## src/rtl/soft_alpha_fwd.sv

```systemverilog
// Forward alpha recursion engine for the IDS-channel soft decoder.
// Define ALPHA_NORM_EN to add per-step bank renormalisation (alpha_scale).
module soft_alpha_fwd #(
  parameter int D_MAX = 4,
  parameter int L_MAX = 2,
  parameter int T_W   = 16
) (
  input  logic               clk,
  input  logic               rst,
  input  logic               start,
  input  logic [T_W-1:0]     t_max,
  output logic               busy,
  output logic               done,
  output logic signed [31:0] g_t,
  output logic signed [31:0] g_d,
  output logic signed [31:0] g_dtag,
  input  logic [31:0]        gamma0_in,
  input  logic [31:0]        gamma1_in,
  output logic               alpha_valid,
  input  logic               alpha_ready,
  output logic [T_W-1:0]     alpha_t,
  output logic signed [31:0] alpha_d,
  output logic [31:0]        alpha_data
`ifdef ALPHA_NORM_EN
  ,
  output logic [T_W-1:0]     alpha_scale
`endif
);

  localparam int NS = 2*D_MAX+1;
  localparam int IW = (NS > 1) ? $clog2(NS) : 1;
  localparam logic [31:0] ONE = 32'h0100_0000;
  localparam logic [31:0] SAT = 32'h7FFF_FFFF;
  localparam logic signed [31:0] DMIN = -D_MAX;
  localparam logic signed [31:0] DTOP = D_MAX;

  typedef enum logic [2:0] {
    S_IDLE, S_INIT, S_ACC, S_EMIT, S_NEXT, S_DONE
  } state_t;

  function automatic logic signed [31:0] lo_f(
    input logic signed [31:0] d
  );
    return (d - L_MAX < DMIN) ? DMIN : d - L_MAX;
  endfunction

  function automatic logic signed [31:0] hi_f(
    input logic signed [31:0] d
  );
    return (d + 1 > DTOP) ? DTOP : d + 1;
  endfunction

  state_t state_q, state_d;
  logic [T_W-1:0] t_q, tmax_q;
  logic signed [31:0] d_q, dp_q;
  logic [31:0] acc_q;
  logic sel_q;
  logic [31:0] bank [2][NS];

  logic [IW-1:0] d_idx, dp_idx;
  logic [32:0] gsum;
  logic [31:0] h;
  logic [63:0] prod;
  logic [31:0] term;
  logic [32:0] sum;
  logic [31:0] acc_nx;
  logic last_dp;
  logic [31:0] emit_word;
  logic unused_bits;

  assign d_idx  = IW'(d_q + DTOP);
  assign dp_idx = IW'(dp_q + DTOP);

  // Gammas are unsigned magnitudes; h is their mean.
  assign gsum = {1'b0, gamma0_in} + {1'b0, gamma1_in};
  assign h    = gsum[32:1];
  assign prod = 64'(bank[sel_q][dp_idx]) * 64'(h);
  assign term = (|prod[63:56]) ? SAT : prod[55:24];
  assign sum  = {1'b0, acc_q} + {1'b0, term};
  assign acc_nx = (sum > {1'b0, SAT}) ? SAT : sum[31:0];
  assign last_dp = (dp_q == hi_f(d_q));
  assign unused_bits = ^{prod[23:0], gsum[0]};

  // t=0 words come straight from the seeded prev bank.
  assign emit_word = (t_q == '0) ? bank[sel_q][d_idx]
                                 : bank[~sel_q][d_idx];

`ifdef ALPHA_NORM_EN
  logic [31:0] bmax;
  logic do_norm;
  always_comb begin
    bmax = '0;
    for (int i = 0; i < NS; i++)
      if (bank[~sel_q][i] > bmax) bmax = bank[~sel_q][i];
    do_norm = (bmax != '0) && (bmax < 32'h0001_0000);
  end
`endif

  always_ff @(posedge clk) begin
    if (rst) state_q <= S_IDLE;
    else     state_q <= state_d;
  end

  always_comb begin
    state_d = state_q;
    unique case (state_q)
      S_IDLE: if (start) state_d = S_INIT;
      S_INIT: state_d = S_EMIT;
      S_ACC:  if (last_dp) state_d = S_EMIT;
      S_EMIT: if (alpha_ready) begin
        if (d_q < DTOP)
          state_d = (t_q == '0) ? S_EMIT : S_ACC;
        else if (t_q != '0)
          state_d = S_NEXT;
        else
          state_d = (tmax_q == '0) ? S_DONE : S_ACC;
      end
      S_NEXT: state_d = (t_q == tmax_q) ? S_DONE : S_ACC;
      S_DONE: state_d = S_IDLE;
      default: state_d = S_IDLE;
    endcase
  end

  always_comb begin
    busy        = (state_q != S_IDLE);
    done        = (state_q == S_DONE);
    alpha_valid = (state_q == S_EMIT);
    alpha_t     = '0;
    alpha_d     = '0;
    alpha_data  = '0;
    g_t         = '0;
    g_d         = '0;
    g_dtag      = '0;
    if (state_q == S_EMIT) begin
      alpha_t    = t_q;
      alpha_d    = d_q;
      alpha_data = emit_word;
    end
    if (state_q == S_ACC) begin
      g_t    = 32'(t_q);
      g_d    = d_q;
      g_dtag = dp_q;
    end
  end

  always_ff @(posedge clk) begin
    if (rst) begin
      t_q    <= '0;
      tmax_q <= '0;
      d_q    <= '0;
      dp_q   <= '0;
      acc_q  <= '0;
      sel_q  <= 1'b0;
      for (int i = 0; i < NS; i++) begin
        bank[0][i] <= '0;
        bank[1][i] <= '0;
      end
`ifdef ALPHA_NORM_EN
      alpha_scale <= '0;
`endif
    end else begin
      unique case (state_q)
        S_IDLE: if (start) begin
          tmax_q <= t_max;
`ifdef ALPHA_NORM_EN
          alpha_scale <= '0;
`endif
        end
        S_INIT: begin
          for (int i = 0; i < NS; i++) begin
            bank[0][i] <= '0;
            bank[1][i] <= '0;
          end
          bank[sel_q][IW'(D_MAX)] <= ONE;
          t_q <= '0;
          d_q <= DMIN;
        end
        S_ACC: begin
          if (last_dp) begin
            bank[~sel_q][d_idx] <= acc_nx;
          end else begin
            acc_q <= acc_nx;
            dp_q  <= dp_q + 1;
          end
        end
        S_EMIT: if (alpha_ready) begin
          if (d_q < DTOP) begin
            d_q   <= d_q + 1;
            dp_q  <= lo_f(d_q + 1);
            acc_q <= '0;
          end else if (t_q == '0 && tmax_q != '0) begin
            t_q   <= T_W'(1);
            d_q   <= DMIN;
            dp_q  <= lo_f(DMIN);
            acc_q <= '0;
          end
        end
        S_NEXT: begin
          sel_q <= ~sel_q;
          for (int i = 0; i < NS; i++)
            bank[sel_q][i] <= '0;
`ifdef ALPHA_NORM_EN
          if (do_norm) begin
            for (int i = 0; i < NS; i++)
              bank[~sel_q][i] <= bank[~sel_q][i] << 8;
            alpha_scale <= alpha_scale + 1'b1;
          end
`endif
          if (t_q != tmax_q) begin
            t_q   <= t_q + 1'b1;
            d_q   <= DMIN;
            dp_q  <= lo_f(DMIN);
            acc_q <= '0;
          end
        end
        default: ;
      endcase
    end
  end

endmodule

```

## config.mk

```make
export PLATFORM = sky130hd
export DESIGN_NAME = soft_alpha_fwd
export DESIGN_NICKNAME = d
export VERILOG_FILES = /design/src/rtl/soft_alpha_fwd.sv
export SDC_FILE = /design/constraint.sdc
export NUM_CORES = 2
export LEC_CHECK = 0
export CAP_MARGIN = 30
export CORE_ASPECT_RATIO = 0.5
export CORE_UTILIZATION = 45
export CTS_BUF_LIST = sky130_fd_sc_hd__clkbuf_4 sky130_fd_sc_hd__clkbuf_8
export CTS_CLUSTER_DIAMETER = 50
export CTS_CLUSTER_SIZE = 12
export DETAILED_ROUTE_END_ITERATION = 12
export MAX_ROUTING_LAYER = met4
export PLACE_DENSITY = 0.59
export SETUP_SLACK_MARGIN = 0.3
export SLEW_MARGIN = 20
export SYNTH_ARGS = -nofsm -noshare
export SYNTH_HDL_FRONTEND = slang
export SYNTH_SLANG_ARGS = --single-unit
```

## constraint.sdc

```tcl
create_clock -name clk -period 21.1 [get_ports clk]
set_clock_uncertainty 0.05 [all_clocks]
set_input_delay 4.22 -clock clk [delete_from_list [all_inputs] [get_ports clk]]
set_output_delay 4.22 -clock clk [all_outputs]
set_load 0.1 [all_outputs]
```

# --- Word-level counts from Yosys, hierarchy flattened ---
# Memories as Yosys holds them, arrays and structs flattened. A register that Yosys moved wholly into a read port is not among the register bits.
# Index checks and enable logic that the tools add are counted.
classes:
  n_reduce_logical: 17
  addsub: 8
  bitwise_logic: 22
  n_mul: 1
  n_mux: 87
  eq_ne: 16
  magnitude_cmp: 7
ops:
  columns: ["op", "n"]
  rows:
  - ["two-way mux 32 bit", 47]
  - ["two-way mux 288 bit", 3]
  - ["binary-select mux 32 bit (select 4 bit)", 3]
  - ["one-hot mux 32 bit (3 select lines)", 3]
  - ["OR reduction 288 bit", 1]
  - ["demux 32 bit (select 4 bit)", 1]
  - ["two-way mux 16 bit", 6]
  - ["adder 32 x 32 -> 33 bit", 2]
  - ["adder 32 x 2 -> 32 bit, second input constant", 2]
  - ["multiplier 32 x 32 -> 64 bit", 1]
  - ["one-hot mux 16 bit (3 select lines)", 1]
  - ["> comparator 33 x 31 -> 1 bit, second input constant", 1]
  - ["== test 32 bit", 1]
  - ["> comparator 32 x 4 -> 1 bit, second input constant", 1]
  - ["logical NOT 16 bit", 2]
  - ["less-than comparator 32 x 3 -> 1 bit, second input constant", 1]
  - ["less-than comparator 32 x 4 -> 1 bit, second input constant", 1]
  - ["nonzero test 16 bit", 2]
  - ["subtractor 32 x 3 -> 32 bit, second input constant", 1]
  - ["two-way mux 3 bit", 7]
  - ["bitwise OR 1 bit", 19]
  - ["adder 16 x 1 -> 16 bit, second input constant", 1]
  - ["== test 16 bit", 1]
  - ["!= test 16 bit", 1]
  - ["21 further kinds", 49]
word_totals:
  regBits: 132
  elab_cells: 166
  in_bits: 84
  n_memories: 1
  ramBits: 576
mem_list:
  columns: ["memory", "words", "word_bits", "rd", "rd_ports_with_merged_regs", "write_ports", "line", "rtl"]
  rows:
  - ["bank", 2, 288, 2, 1, 3, "58", "logic [31:0] bank [2][NS];"]

# --- Depth between registers and ports, before layout ---
depth:
  ltp_word: 13
  mapped_depth: 59
  mapped_depth_nobuf: 54

# --- Worst setup path after synthesis ---
# OpenSTA, ideal clock, no wires.
synth_timing:
  kind: "input to register"
  start: "in gamma0_in[14]"
  end: "mem bank[1][2] (netlist bit), data pin"
  t_arrival_ns: 17.229
  slack_ns: 3.549
  required_ns: 20.778
  cell_stages: 53
  cell_sequence: "ha_1 > clkbuf_1 > a21o_1 > a21o_1 > a21o_1 > a21o_1 > or3_1 > or2_2 > and3_1 > o21ai_0 > nand2b_1 > xnor2_1 > clkbuf_1 > nor2_1 > fa_1 > inv_1 > fa_1 > inv_1 > [17 not listed] > a211oi_1 > clkbuf_1 > nand2_1 > ha_1 > fa_1 > a21oi_1 > o211ai_1 > and4_1 > a2111oi_0 > o31ai_1 > nor2_1 > o41ai_1 > nor4b_1 > mux2i_1 > buf_2 > o21ai_4 > buf_6 > nor2_2"
synth_rtl:
  columns: ["item", "line", "rtl"]
  rows:
  - ["from (decl)", "17", "input logic [31:0] gamma0_in,"]
  - ["to (decl)", "58", null]

==> impl_results.md <==
- Outcome: finished, final reports clean
- Inserted Clock Buffers: 96
- Area contributors post-synth: fa_1 (23%), edfxtp_1 (22%), mux4_2 (6.8%)
- H-Tree Level Count: 3
- Vias per inst: 5.90
- Setup total negative slack: 0 ns
- Max stage delay on crit path: 0.58 ns
- Mean Syn Cell Area: 9.55 um2
- Critical path's most frequent cell: fa_1
- Largest net degree at the start of global routing: 142
- CP Class: input port to register
- Multi-input gate area: 0.0538 mm2
- Gate Count Post-Synth: 8,346
- Mapped Area: 0.0797 mm2
- Hold path depth: 2
- Clock root cell: clkbuf_8
- Required time worst endpoint: 21.63 ns
- Critical Path End Type: register
- Worst Hold Launch: acc_q[19]$_SDFFE_PP0P_
- Hold Buf Count CTS: 0
- Slowest-stage cell, CP: or2_2
- Top_reg_cell synth: edfxtp_1
- Hold Path Sink: acc_q[19]$_SDFFE_PP0P_
- Worst reg2reg path depth: 47
- Final GP Congestion: 0.960
- Worst slew pin tran: 1.11 ns
- Final non-filler cell total: 10,800
- Hold crit path type: register to register
- Fin nets: 9,718
- First-pass GRT wire length: 425 mm
- Crit Path Max Fanout: 29
- Die width: 597 um
- DRT antenna net count: 0
- Top cell type's share of synthesized area: 22.5%
- Register area: 0.0200 mm2
- Hold Violations, Final: 0
- Fill count: 16,300
- CTS resizes: 0
- Post-CTS Setup Inserts: 0
- DR pass1 iterations: 6
- Num rows: 108
- Synth-to-layout area growth: 10.1%
- CTS clock-pin slew for the worst setup and hold paths: 0.09 ns
- Register area share after synthesis: 25.0%
- Total Wirelength: 287 mm
- Drc violations: 0
- Crit share post-route: 93.4%
- Share of cells above drive strength 1: 14.8%
- Gr ovfl total: 0
- Post-route worst setup slack: 1.40 ns
- Area leader, netlist: fa_1
- Max Cap Violations: 0
- Placed cells: 10,700
- Post-synth EDFFs: 576
- Dpl ws: 0.695 ns
- Syn. warnings: 0
- Final setup fails: 0
- R2r setup slk: 4.22 ns
- Iteration-0 DRC Markers: 6,614
- Clk buf depth: 3
- Minimum clock period after layout: 19.70 ns
- RSZ-0062 raised after global routing: no
- Crit path launch type: input port
- Count leader, synth: nor2_1
- Final Max Tran Viols: 0
- Worst-skew pair later-pin latency: 0.79 ns
- CTS tree: yes
- FF+latch count, synth: 709
- Vias in the first global route: 63,900
- Relative slew slack: 23.7%
- Die extent in y: 300 um
- RR Endpoint: bank[1][152]$_SDFFCE_PN0P_
- Placeable Area: 0.175 mm2
- Final HPWL DP: 201 mm
- Post-synth top cells: nor2_1 (1,201), inv_1 (1,033), fa_1 (897), nand2_1 (867), edfxtp_1 (576)
- Max Clock Freq: 50.8 MHz
- Distinct cell type count after synthesis: 103
- Initial antenna violation count: 9
- Initial Utilization: 45.6%
- Num ports: 263
- I/O Buffers: 246
- Num Clock Sinks: 709
- Worst EP arrival: 20.23 ns
- Asr flop ratio synth: 0%
- Routed WL per cell: 26.5 um
- Vias: 64,000
- Area of the die: 0.179 mm2
- GRT Util Overall: 33.1%
-- flip-flops by register name (all words and copies together), names as in the netlist, named ones only --
register,count
tmax_q,16
bank,576
dp_q,32
d_q,32
sel_q,1
t_q,16
state_q,3
acc_q,32
-- logic make-up after synthesis --
logic type      synth area share [%]
compound gates                  9.27
xor+xnor                        2.32
fa+ha+maj                       27.9
buf+inv                         8.34
flops                           25.0
mux                             10.4
other cells                  0.00471
simple gates                    16.7
-- cell usage in the layout, fill, tap and decap left out, drive strengths merged, types with 153 or more instances in the layout --
cell           instances
a21oi                320
ha                   339
clkdlybuf4s50        245
nand2                868
mux2i                153
mux4                 241
inv                 1052
buf                  270
nor2                1463
fa                   897
o21ai                231
edfxtp               576
-- area by class of cell --
cell class	instances	share of cell area, %
Multi-Input combinational cell	6033	61.4
Timing Repair Buffer	518	5.45
Inverter	1040	4.45
Tap cell	2365	3.37
Sequential cell	709	22.8
Clock inverter	70	0.930
Antenna cell	8	0.0228
Clock buffer	105	1.60
-- metrics by stage --
step                cell area [um2]  util, %  hold WS (ns)
finish                        87700     50.2         0.415
global route                  87700     50.2         0.441
CTS                           87600     50.2         0.420
detailed placement            85400     48.9         0.399
global placement              85000     48.7         0.392
floorplan                     79800        -         0.382
-- worst max-delay path: cells and delay by family --
family          cells  cell delay, ns
compound gates     21            5.83
mux                 1            0.45
buf+inv             6            1.35
simple gates       14            3.46
fa+ha+maj          11            4.85
-- worst max-delay path by stage --
stage / from / end / slack (ns) / cells past startpoint
after floorplan: gamma0_in[14] / bank[1][2]$_SDFFCE_PN0P_ / 3.55 / 53
after global placement: gamma0_in[2] / bank[1][152]$_SDFFCE_PN0P_ / 0.84 / 53
after detailed placement: gamma0_in[2] / bank[0][108]$_SDFFCE_PN0P_ / 0.70 / 52
after CTS: gamma0_in[2] / bank[1][152]$_SDFFCE_PN0P_ / 1.42 / 53
after global routing: gamma0_in[2] / bank[0][92]$_SDFFCE_PN0P_ / 0.70 / 52
final: gamma0_in[2] / bank[1][152]$_SDFFCE_PN0P_ / 1.40 / 53
-- per-layer routing --
layer	track usage, %	vias to the layer above	wire (um)
met5	-	-	0
met4	10.3	0	10500
met3	8.60	627	33600
met2	49.9	3381	126000
met1	43.8	32200	117000
li1	-	27800	-
Power is not shown: default switching activity piles up to over one toggle a cycle in this logic, so the estimate is an artifact.
